## config.mk

```make
export PLATFORM = sky130hd
export DESIGN_NAME = pc_sequencer
export DESIGN_NICKNAME = d
export VERILOG_FILES = /design/src/rtl/proc_pkg.sv /design/src/rtl/pc_reg.sv /design/src/rtl/pc_sequencer.sv
export SDC_FILE = /design/constraint.sdc
export NUM_CORES = 1
export LEC_CHECK = 0
export ABC_AREA = 1
export BUFFER_PORTS_ARGS = -buffer_cell sky130_fd_sc_hd__buf_2
export CELL_PAD_IN_SITES_DETAIL_PLACEMENT = 0
export CELL_PAD_IN_SITES_GLOBAL_PLACEMENT = 1
export CORE_MARGIN = 3
export CORE_UTILIZATION = 37
export CTS_CLUSTER_DIAMETER = 200
export DETAILED_ROUTE_END_ITERATION = 8
export PLACE_DENSITY = 0.82
export SYNTH_ARGS = -nofsm -noshare
export SYNTH_HDL_FRONTEND = slang
export SYNTH_SLANG_ARGS = --single-unit
```

## constraint.sdc

```tcl
create_clock -name clk -period 3.8 [get_ports clk]
set_clock_uncertainty 0.2 [all_clocks]
set_input_delay 0.19 -clock clk [delete_from_list [all_inputs] [get_ports clk]]
set_output_delay 0.19 -clock clk [all_outputs]
set_load 0.1 [all_outputs]
```

## src/rtl/proc_pkg.sv

```systemverilog
// Shared definitions for the program-counter sequencer.
//   - state_t     : sequencer FSM states
//   - PC_W_DEF    : default program-counter width
//   - HALT_OP_DEF : default opcode (instr[31:26]) that halts the sequencer
//   - sat_inc16   : saturating 16-bit increment used by the retire counter
package proc_pkg;

    localparam int         PC_W_DEF    = 6;
    localparam logic [5:0] HALT_OP_DEF = 6'h3F;

    typedef enum logic [2:0] {
        IDLE      = 3'd0,
        FETCH     = 3'd1,
        DECODE    = 3'd2,
        EXECUTE   = 3'd3,
        WRITEBACK = 3'd4,
        HALT      = 3'd5
    } state_t;

    function automatic logic [15:0] sat_inc16(input logic [15:0] v);
        return (v == 16'hFFFF) ? v : v + 16'd1;
    endfunction

endpackage

```

## src/rtl/pc_reg.sv

```systemverilog
// Program-counter register.
// Ports:
//   clk   : clock
//   i_clr : synchronous clear to 0 (highest priority)
//   i_ld  : load i_d
//   i_inc : increment by one, wrapping from all-ones to 0
//   i_d   : load value
//   o_q   : current program counter
module pc_reg
    import proc_pkg::*;
#(
    parameter int PC_W = PC_W_DEF
) (
    input  logic            clk,
    input  logic            i_clr,
    input  logic            i_ld,
    input  logic            i_inc,
    input  logic [PC_W-1:0] i_d,
    output logic [PC_W-1:0] o_q
);

    logic [PC_W-1:0] r_q;

    always_ff @(posedge clk) begin
        if (i_clr) begin
            r_q <= '0;
        end else if (i_ld) begin
            r_q <= i_d;
        end else if (i_inc) begin
            // Natural modulo-2^PC_W wrap; no overflow flag is wanted.
            r_q <= r_q + PC_W'(1);
        end
    end

    assign o_q = r_q;

endmodule

```

## src/rtl/pc_sequencer.sv

```systemverilog
// Instruction sequencer: IDLE -> FETCH -> DECODE -> EXECUTE -> WRITEBACK,
// with an absorbing HALT state entered when the decoded opcode is HALT_OP.
// Ports:
//   clk, clkreset              : clock and synchronous active-high reset
//   run                        : permission to start a new instruction
//   imem_req/imem_addr         : fetch request and address (address == pc)
//   imem_ack/imem_data         : fetch completion and instruction word
//   instr                      : latched current instruction
//   dec_valid                  : high for the single DECODE cycle
//   ex_en/ex_done              : execute enable and datapath completion
//   branch_taken/branch_target : redirect, sampled together with ex_done
//   rf_we                      : high for the single WRITEBACK cycle
//   pc, retired, halted        : program counter, retire count, halt flag
// Every output is either a register or a decode of the state register.
module pc_sequencer
    import proc_pkg::*;
#(
    parameter int         PC_W    = PC_W_DEF,
    parameter logic [5:0] HALT_OP = HALT_OP_DEF
) (
    input  logic            clk,
    input  logic            clkreset,
    input  logic            run,
    output logic            imem_req,
    output logic [PC_W-1:0] imem_addr,
    input  logic            imem_ack,
    input  logic [31:0]     imem_data,
    output logic [31:0]     instr,
    output logic            dec_valid,
    output logic            ex_en,
    input  logic            ex_done,
    input  logic            branch_taken,
    input  logic [PC_W-1:0] branch_target,
    output logic            rf_we,
    output logic [PC_W-1:0] pc,
    output logic [15:0]     retired,
    output logic            halted
);

    state_t          r_state;
    state_t          w_next;
    logic [31:0]     r_instr;
    logic [15:0]     r_retired;
    logic            r_br_taken;
    logic [PC_W-1:0] r_br_target;
    logic [PC_W-1:0] w_pc;
    logic            w_pc_ld;
    logic            w_pc_inc;

    // The redirect decision is captured at ex_done and applied at the
    // WRITEBACK edge, so pc only ever changes once per instruction.
    assign w_pc_ld  = (r_state == WRITEBACK) &&  r_br_taken;
    assign w_pc_inc = (r_state == WRITEBACK) && !r_br_taken;

    pc_reg #(
        .PC_W (PC_W)
    ) u_pc_reg (
        .clk   (clk),
        .i_clr (clkreset),
        .i_ld  (w_pc_ld),
        .i_inc (w_pc_inc),
        .i_d   (r_br_target),
        .o_q   (w_pc)
    );

    always_ff @(posedge clk) begin
        if (clkreset) begin
            r_state <= IDLE;
        end else begin
            r_state <= w_next;
        end
    end

    always_ff @(posedge clk) begin
        if (clkreset) begin
            r_instr    <= '0;
            r_retired  <= '0;
            r_br_taken <= 1'b0;
        end else begin
            if (r_state == FETCH && imem_ack) begin
                r_instr <= imem_data;
            end
            if (r_state == EXECUTE && ex_done) begin
                r_br_taken <= branch_taken;
            end
            if (r_state == WRITEBACK) begin
                r_retired <= sat_inc16(r_retired);
            end
        end
    end

    // Target is only consumed when r_br_taken is set, so it needs no reset.
    always_ff @(posedge clk) begin
        if (r_state == EXECUTE && ex_done) begin
            r_br_target <= branch_target;
        end
    end

    always_comb begin
        w_next    = r_state;
        imem_req  = 1'b0;
        dec_valid = 1'b0;
        ex_en     = 1'b0;
        rf_we     = 1'b0;
        halted    = 1'b0;
        case (r_state)
            IDLE: begin
                if (run) w_next = FETCH;
            end
            FETCH: begin
                imem_req = 1'b1;
                if (imem_ack) w_next = DECODE;
            end
            DECODE: begin
                dec_valid = 1'b1;
                w_next    = (r_instr[31:26] == HALT_OP) ? HALT : EXECUTE;
            end
            EXECUTE: begin
                ex_en = 1'b1;
                if (ex_done) w_next = WRITEBACK;
            end
            WRITEBACK: begin
                rf_we  = 1'b1;
                w_next = run ? FETCH : IDLE;
            end
            HALT: begin
                halted = 1'b1;
            end
            default: begin
                w_next = IDLE;
            end
        endcase
    end

    assign imem_addr = w_pc;
    assign pc        = w_pc;
    assign instr     = r_instr;
    assign retired   = r_retired;

endmodule

```

==> results.json, run 1 <==
{
  "outcome": "completed",
  "rows": 31,
  "tightestPinTransition_ps": 1126,
  "grt_use_met3": 0.07577,
  "numCtsBuffers": 9,
  "cp.arrival_ps": 1860,
  "vias": 3024,
  "htreeDepth": 3,
  "clockPowerShare": 0.334,
  "die_width_um": 95.05,
  "path_class": "register to output pin",
  "ys_seq_area_frac": 0.4571,
  "cts_tree": "done",
  "die_h_um": 95.05,
  "place.port_buffers": 108,
  "ys_ff_latch": 64,
  "clockBufferDepth": 2,
  "drt-pass1-iter-count": 4,
  "vias_per_cell": 4.688,
  "holdCritPathClass": "input port to register",
  "postSynthCellCount": 403,
  "ioPinCount": 109,
  "post_cts_buffers": 0,
  "min_period_over_period": 0.5914,
  "grt_first_pass_wirelength_um": 13320,
  "final_common_cell": "buf_2",
  "slew_violations": 0,
  "start_util": 0.3919,
  "grt.total_usage": 0.1878,
  "crit_chain": "nor2_2 -> nand2_2 -> inv_1 -> buf_2",
  "cpLargestDelayFamily": "buffers and inverters",
  "crit_required_ps": 3410,
  "hold_viol_final": 0,
  "post_synth_num_cell_types": 29,
  "rsz0062_at_grt": "false",
  "hpwl_um": 5395,
  "clkLatencyLatePin_ps": 340,
  "avgSynthCellArea_um2": 7.281,
  "max_stage_delay_ps": 500,
  "detail-route-antenna-nets": 0,
  "wire_per_inst_um": 12.18,
  "areaGrowthSynthToFinish_pct": 39.49,
  "yosys_warnings": 0,
  "worst_slack_ps": 1553,
  "hold_path.startpoint": "clkreset",
  "total_power_mw": 1.803,
  "powerDensity_nw_per_um2": 440.6,
  "setup_viol": 0,
  "worst_setup_path_start_kind": "register",
  "max_freq_mhz": 445.0,
  "vdd_drop_max_uv": 254.3,
  "synth_area_um2": 2934,
  "gr-total-overflow": 0,
  "ctsHoldBuffers": 42,
  "grt_antenna_before_repair": 0,
  "seq_power_share": 0.411,
  "cts_resized": 0,
  "die-area_um2": 9035,
  "path_clk_slew_ps": 80,
  "fin_crit_ps": 2247,
  "reg2reg_from": "r_state[2]",
  "grt_pass1_vias": 2918,
  "gp_congestion": 0.7711,
  "holdWs_ps": 78.70,
  "p_leak_nw": 1.841,
  "drv_cap": 0,
  "slew_headroom": 0.2485,
  "tns_ps": 0,
  "p_sw_frac": 0.3688,
  "syn_nets": 449,
  "p_switching_mw": 0.6650,
  "fin_nets": 587,
  "cts-root-buf": "clkbuf_8",
  "crit_path_end_kind": "output pin",
  "rrSetupSlack_ps": 1710,
  "num_antenna_cells": 0,
  "crit_fanout": 11,
  "drive_gt1_frac": 0.2784,
  "grt_max_degree": 43,
  "dp_slack_ps": 1696,
  "use_met2": 0.3053,
  "numClockSinks": 64,
  "critPathLaunch": "r_state[0]",
  "cp.buffers_inverters": 2,
  "internal_power_mw": 1.138,
  "post-route-util": 0.5467,
  "grt_busiest_layer": "met2",
  "totalWireLength_um": 7858,
  "drcViolationCount": 0,
  "core_um2": 7486,
  "critical-path-slowest-cell": "buf_2",
  "grtUsageMet1": 0.2227,
  "combPwrFrac": 0.256,
  "mostFrequentLayoutCells": "108 x buf_2, 100 x nor2_1, 76 x nand2_1",
  "drt_iter0_markers": 80
}
-- Yosys cell counts --
master	count	area, um^2
a21oi_1	15	75.07
a21oi_2	10	87.58
a31oi_1	1	6.260
buf_1	1	3.750
buf_2	4	20.02
buf_4	8	60.06
buf_6	2	22.52
clkbuf_1	8	30.03
dfxtp_1	58	1161
edfxtp_1	6	180.2
ha_1	2	25.02
inv_1	20	75.07
inv_2	3	11.26
nand2_1	76	285.3
nand2_2	8	50.05
nand3_1	16	80.08
nand3b_1	3	22.52
nand4_1	4	25.02
nor2_1	100	375.4
nor2_2	4	25.02
nor2_4	2	22.52
nor3_1	2	10.01
o211ai_1	1	7.510
o21ai_0	32	160.2
o21ai_1	9	45.04
o21ai_2	1	8.760
or2_2	1	6.260
xnor2_1	2	17.52
xor2_1	4	35.03
-- registers in the layout, summed over array words and instances (netlist names) --
| name | flops |
|---|---|
| retired | 16 |
| r_br_taken | 1 |
| instr | 32 |
| u_pc_reg.o_q | 6 |
| r_state | 3 |
| r_br_target | 6 |
-- power by group through the flow --
stage / sequential [mW] / combinational [mW] / clock, mW
after global placement: 0.754 / 0.428 / 0
final: 0.740 / 0.461 / 0.602
after detailed placement: 0.756 / 0.430 / 0
after CTS: 0.740 / 0.463 / 0.625
after floorplan: 0.988 / 0.122 / 0
after global routing: 0.746 / 0.491 / 0.653
-- final timing paths --
kind | end | cells past startpoint
min reg2reg | instr[1] | 2
min | retired[8] | 2
max | rf_we | 4
max reg2reg | instr[1] | 7
-- area by class of cell --
class / instances / area [um^2]
Tap cell: 99 / 123.9
Multi-Input combinational cell: 293 / 1370
Clock buffer: 12 / 177.7
Fill cell: 739 / 3393
Clock inverter: 4 / 32.53
Sequential cell: 64 / 1341
Timing Repair Buffer: 150 / 960.9
Inverter: 23 / 86.33
-- kinds of logic after synthesis --
| family | count (synthesis) | synth area share |
|---|---|---|
| simple gates | 216 | 0.3075 |
| buf+inv | 46 | 0.07590 |
| compound gates | 69 | 0.1330 |
| flops | 64 | 0.4571 |
| fa+ha+maj | 2 | 0.008527 |
| xor+xnor | 6 | 0.01791 |
-- layer usage --
| metal | vias to the layer above | share of wire |
|---|---|---|
| met5 | - | 0 |
| met4 | 0 | 0.017 |
| met3 | 14 | 0.076 |
| li1 | 1558 | - |
| met1 | 1356 | 0.42 |
| met2 | 96 | 0.48 |
-- per-stage QoR --
step | cells | instance area (um^2)
floorplan | 403 | 2934
global placement | 587 | 3462
detailed placement | 587 | 3462
CTS | 645 | 4093
global route | 645 | 4093
finish | 645 | 4093
Note: power is estimated with default switching activity, not from simulation.
==> run 2, diff against run 1 <==
--- a/config.mk
+++ b/config.mk
@@ -10,10 +10,10 @@
 export CELL_PAD_IN_SITES_DETAIL_PLACEMENT = 0
 export CELL_PAD_IN_SITES_GLOBAL_PLACEMENT = 1
 export CORE_MARGIN = 3
-export CORE_UTILIZATION = 37
+export CORE_UTILIZATION = 31
 export CTS_CLUSTER_DIAMETER = 200
 export DETAILED_ROUTE_END_ITERATION = 8
-export PLACE_DENSITY = 0.82
+export PLACE_DENSITY = 0.73
 export SYNTH_ARGS = -nofsm -noshare
 export SYNTH_HDL_FRONTEND = slang
 export SYNTH_SLANG_ARGS = --single-unit
==> constraint.sdc (replaced) <==
create_clock -name clk -period 1.9 [get_ports clk]
set_clock_uncertainty 0.2 [all_clocks]
set_input_delay 0.095 -clock clk [delete_from_list [all_inputs] [get_ports clk]]
set_output_delay 0.095 -clock clk [all_outputs]
set_load 0.1 [all_outputs]
==> results.json, run 2 (same netlist as run 1, synthesis figures left out) <==
{
  "totalWireLength_um": 8078,
  "vias": 2989,
  "core_um2": 8976,
  "crit_fanout": 6,
  "rsz0062_at_grt": "true",
  "htreeDepth": 3,
  "use_met2": 0.2748,
  "num_antenna_cells": 0,
  "grt_pass1_vias": 2915,
  "fin_nets": 596,
  "largest_reg_flops": 32,
  "drt_iter0_markers": 74,
  "powerDensity_nw_per_um2": 825.8,
  "wire_per_inst_um": 11.86,
  "start_util": 0.3269,
  "die_h_um": 103.3,
  "drv_cap": 0,
  "path_class": "register to output pin",
  "holdWs_ps": 264.7,
  "worst_slack_ps": 41.27,
  "numCtsBuffers": 9,
  "die-area_um2": 10670,
  "vdd_drop_max_uv": 531.5,
  "grt.total_usage": 0.1595,
  "ioPinCount": 109,
  "drt-pass1-iter-count": 5,
  "crit_path_end_kind": "output pin",
  "tightestPinTransition_ps": 504.7,
  "path_clk_slew_ps": 70,
  "grt_max_degree": 43,
  "drcViolationCount": 0,
  "grt_use_met3": 0.04225,
  "rows": 34,
  "mostFrequentLayoutCells": "104 x buf_2, 99 x nor2_1, 75 x nand2_1",
  "slew_violations": 0,
  "worst_setup_path_start_kind": "register",
  "slew_headroom": 0.6659,
  "multiInputGateArea_um2": 1401,
  "grtUsageMet1": 0.1876,
  "cts_tree": "done",
  "clockBufferDepth": 2,
  "seq_area_um2": 1370,
  "vias_per_cell": 4.389,
  "numClockSinks": 64,
  "hpwl_um": 5578,
  "max_freq_mhz": 538.0,
  "p_leak_nw": 1.891,
  "cp.arrival_ps": 1560,
  "setup_viol": 0,
  "detail-route-antenna-nets": 0,
  "hold_viol_final": 0,
  "areaGrowthSynthToFinish_pct": 45.29,
  "holdCritPathClass": "input port to register",
  "gr-total-overflow": 0,
  "outcome": "completed",
  "die_width_um": 103.3,
  "crit_required_ps": 1600,
  "grt_antenna_before_repair": 0,
  "fin_crit_ps": 1859,
  "min_period_over_period": 0.9783,
  "grt_first_pass_wirelength_um": 13320,
  "dp_slack_ps": 185.0,
  "place.port_buffers": 108,
  "drive_gt1_frac": 0.3333,
  "post-route-util": 0.4749,
  "grt_busiest_layer": "met2",
  "cts-root-buf": "clkbuf_8",
  "final_common_cell": "buf_2",
  "clkLatencyLatePin_ps": 340,
  "gp_congestion": 0.7675,
  "fillers": 917
}
==> run 2: changes by cell type in the layout (fill, tap and decap cells not counted), moves of 2 or more <==
cell and delta:
buf_12 +2, buf_2 -4, buf_4 +8, clkbuf_16 -2
clkbuf_4 +2, clkinv_2 +2, dfxtp_1 -19, dfxtp_2 +17
dfxtp_4 +2, inv_1 -2, inv_2 +2, nor2_4 +2
==> run 2: worst max-delay path: stages (launching register included) <==
cell,delay (ps)
dfxtp_1,500
nand3_1,190
inv_2,100
buf_2,430
==> run 2: repair_timing <==
item,4_1_cts,5_1_grt
endpoints found under the hold margin,61,0
cloned,0,0
setup buffers,0,0
endpoints found under the setup margin,2,3
hold buffers,43,0
gates resized for setup,2,4
==> run 2: area by class of cell <==
cell class,count,share of cell area
clock inverters,6,0.01027
repair buffers,159,0.2501
clock buffers,10,0.03229
well taps,126,0.03698
multi-input cells,293,0.3287
flip-flops and latches,64,0.3214
inverters,23,0.02025
==> run 2: per-stage QoR <==
stage,area (um^2),total power [mW],setup TNS (ps),std cells
CTS,4248,3.560,0,681
floorplan,2984,2.222,-33.70,403
finish,4263,3.520,0,681
global route,4263,3.698,-26.21,681
detailed placement,3633,2.396,0,622
global placement,3633,2.390,0,622
==> run 2: path summary, 6_finish.rpt <==
kind	from	to	slack (ps)	cells past startpoint
hold / removal	branch_target[4]	r_br_target[4]	260	2
setup reg to reg	retired[0]	retired[15]	190	9
hold reg to reg	instr[4]	instr[4]	280	2
setup / recovery	r_state[0]	imem_req	40	3
==> run 2: where the power goes <==
part,internal [mW],total (mW),switching [mW],leakage [nW]
combinational,0.225,0.958,0.733,1.26
clock,0.513,1.08,0.568,0.0926
sequential,1.43,1.48,0.0487,0.536
==> run 2: layer usage <==
metal | vias to the layer above | part of all wire | wire (um)
met3 | 12 | 0.053 | 427
met4 | 0 | 0.018 | 143
met5 | - | 0 | 0
met1 | 1319 | 0.45 | 3650
met2 | 78 | 0.48 | 3856
li1 | 1580 | - | -
==> run 3, diff against run 2 <==
--- a/config.mk
+++ b/config.mk
@@ -12,7 +12,9 @@
 export CORE_MARGIN = 3
 export CORE_UTILIZATION = 31
 export CTS_CLUSTER_DIAMETER = 200
+export CTS_CLUSTER_SIZE = 20
 export DETAILED_ROUTE_END_ITERATION = 8
+export GPL_TIMING_DRIVEN = 0
 export PLACE_DENSITY = 0.73
 export SYNTH_ARGS = -nofsm -noshare
 export SYNTH_HDL_FRONTEND = slang
==> results.json, run 3 (same netlist as run 1, synthesis figures left out) <==
{
  "drcViolationCount": 0,
  "largest_reg_flops": 32,
  "die_width_um": 103.3,
  "place.port_buffers": 107,
  "crit_required_ps": 1600,
  "vias_per_cell": 4.409,
  "cts_tree": "done",
  "grt_pass1_vias": 2992,
  "die-area_um2": 10670,
  "drv_cap": 0,
  "grt.total_usage": 0.1629,
  "setup_viol": 0,
  "rsz0062_at_grt": "true",
  "drive_gt1_frac": 0.3339,
  "hpwl_um": 5977,
  "numClockSinks": 64,
  "fin_crit_ps": 1859,
  "cts-root-buf": "clkbuf_8",
  "final_common_cell": "buf_2",
  "post-route-cell-area_um2": 4345,
  "cp.buffers_inverters": 2,
  "seq_area_um2": 1370,
  "die_h_um": 103.3,
  "drt_iter0_markers": 76,
  "holdWs_ps": 267.5,
  "clkLatencyLatePin_ps": 340,
  "gr-total-overflow": 0,
  "crit_chain": "nand3_1 -> inv_1 -> buf_2",
  "vdd_drop_max_uv": 503.4,
  "clockBufferDepth": 2,
  "critical-path-slowest-cell": "dfxtp_1",
  "grt_first_pass_wirelength_um": 13640,
  "totalWireLength_um": 8342,
  "rows": 34,
  "ioPinCount": 109,
  "cp.arrival_ps": 1560,
  "drt-pass1-iter-count": 7,
  "multiInputGateArea_um2": 1401,
  "max_freq_mhz": 537.8,
  "max_stage_delay_ps": 530,
  "path_class": "register to output pin",
  "outcome": "completed",
  "fillers": 933,
  "vias": 3064,
  "p_leak_nw": 1.946,
  "hold_viol_final": 0,
  "wire_per_inst_um": 12.00,
  "gp_congestion": 0.7317,
  "tightestPinTransition_ps": 638.2,
  "grt_max_degree": 12,
  "numCtsBuffers": 9,
  "slew_violations": 0,
  "min_period_over_period": 0.9786,
  "slew_headroom": 0.5746,
  "crit_fanout": 6,
  "fin_nets": 610,
  "areaGrowthSynthToFinish_pct": 48.10,
  "htreeDepth": 3,
  "powerDensity_nw_per_um2": 846.5,
  "path_clk_slew_ps": 80,
  "cpLargestDelayFamily": "flip-flops",
  "worst_setup_path_start_kind": "register",
  "start_util": 0.3269,
  "crit_path_end_kind": "output pin",
  "num_antenna_cells": 0,
  "core_um2": 8976,
  "post_cts_buffers": 0,
  "detail-route-antenna-nets": 0,
  "grt_antenna_before_repair": 0,
  "holdCritPathClass": "input port to register",
  "mostFrequentLayoutCells": "108 x buf_2, 99 x nor2_1, 75 x nand2_1",
  "dpl-instance-area_um2": 3677
}
## run 3: cell types whose count changed in the layout (fill, tap and decap cells not counted), moves of 2 or more
cell      change
buf_2         +4
buf_6         +2
clkbuf_1      +7
clkinv_4      -2
## run 3: final cells by class
cell class                 instances  area share
clock buffer                      11     0.03484
clock inverter                     5     0.01267
tap                              126     0.03628
sequential                        64      0.3153
timing repair buffer             150      0.2269
multi-input combinational        293      0.3225
inverter                          23     0.01987
buffer                            23     0.03167
## run 3: per-layer routing
metal / global-route usage / share of wire / vias up / routed length (um)
met5: 0 / 0 / - / 0
met4: 0.05677 / 0.012 / 0 / 101
met3: 0.04494 / 0.060 / 9 / 500
met2: 0.2797 / 0.48 / 80 / 4044
met1: 0.1957 / 0.44 / 1365 / 3696
li1: - / - / 1610 / -
## run 3: worst paths after layout
path	start	to	slack, ps	cells past startpoint
worst min-delay path	branch_target[4]	r_br_target[4]	270	2
worst max-delay path	r_state[0]	halted	40	3
worst max register to register	retired[0]	retired[5]	140	8
worst min register to register	instr[2]	instr[2]	290	2
## run 3: per-stage QoR
step / setup slack (ps) / cells / power (mW) / setup TNS [ps] / utilization
finish: 40.71 / 695 / 3.678 / 0 / 0.4841
floorplan: -33.70 / 403 / 2.222 / -33.70 / -
CTS: 14.63 / 695 / 3.707 / 0 / 0.4826
global placement: 151.9 / 636 / 2.385 / 0 / 0.4097
detailed placement: 143.3 / 636 / 2.393 / 0 / 0.4097
global route: -11.85 / 695 / 3.834 / -19.08 / 0.4841
## run 3: what timing repair did
item	CTS	global route
endpoints found under the hold margin	50	0
pin swaps	1	0
endpoints found under the setup margin	2	4
gates resized for setup	5	5
hold buffers	43	0
## run 3: report_power, final
part / internal (mW) / leakage [nW] / total, mW / switching [mW]
Sequential: 1.43 / 0.536 / 1.48 / 0.0503
Clock: 0.674 / 0.101 / 1.24 / 0.565
Combinational: 0.221 / 1.31 / 0.957 / 0.736
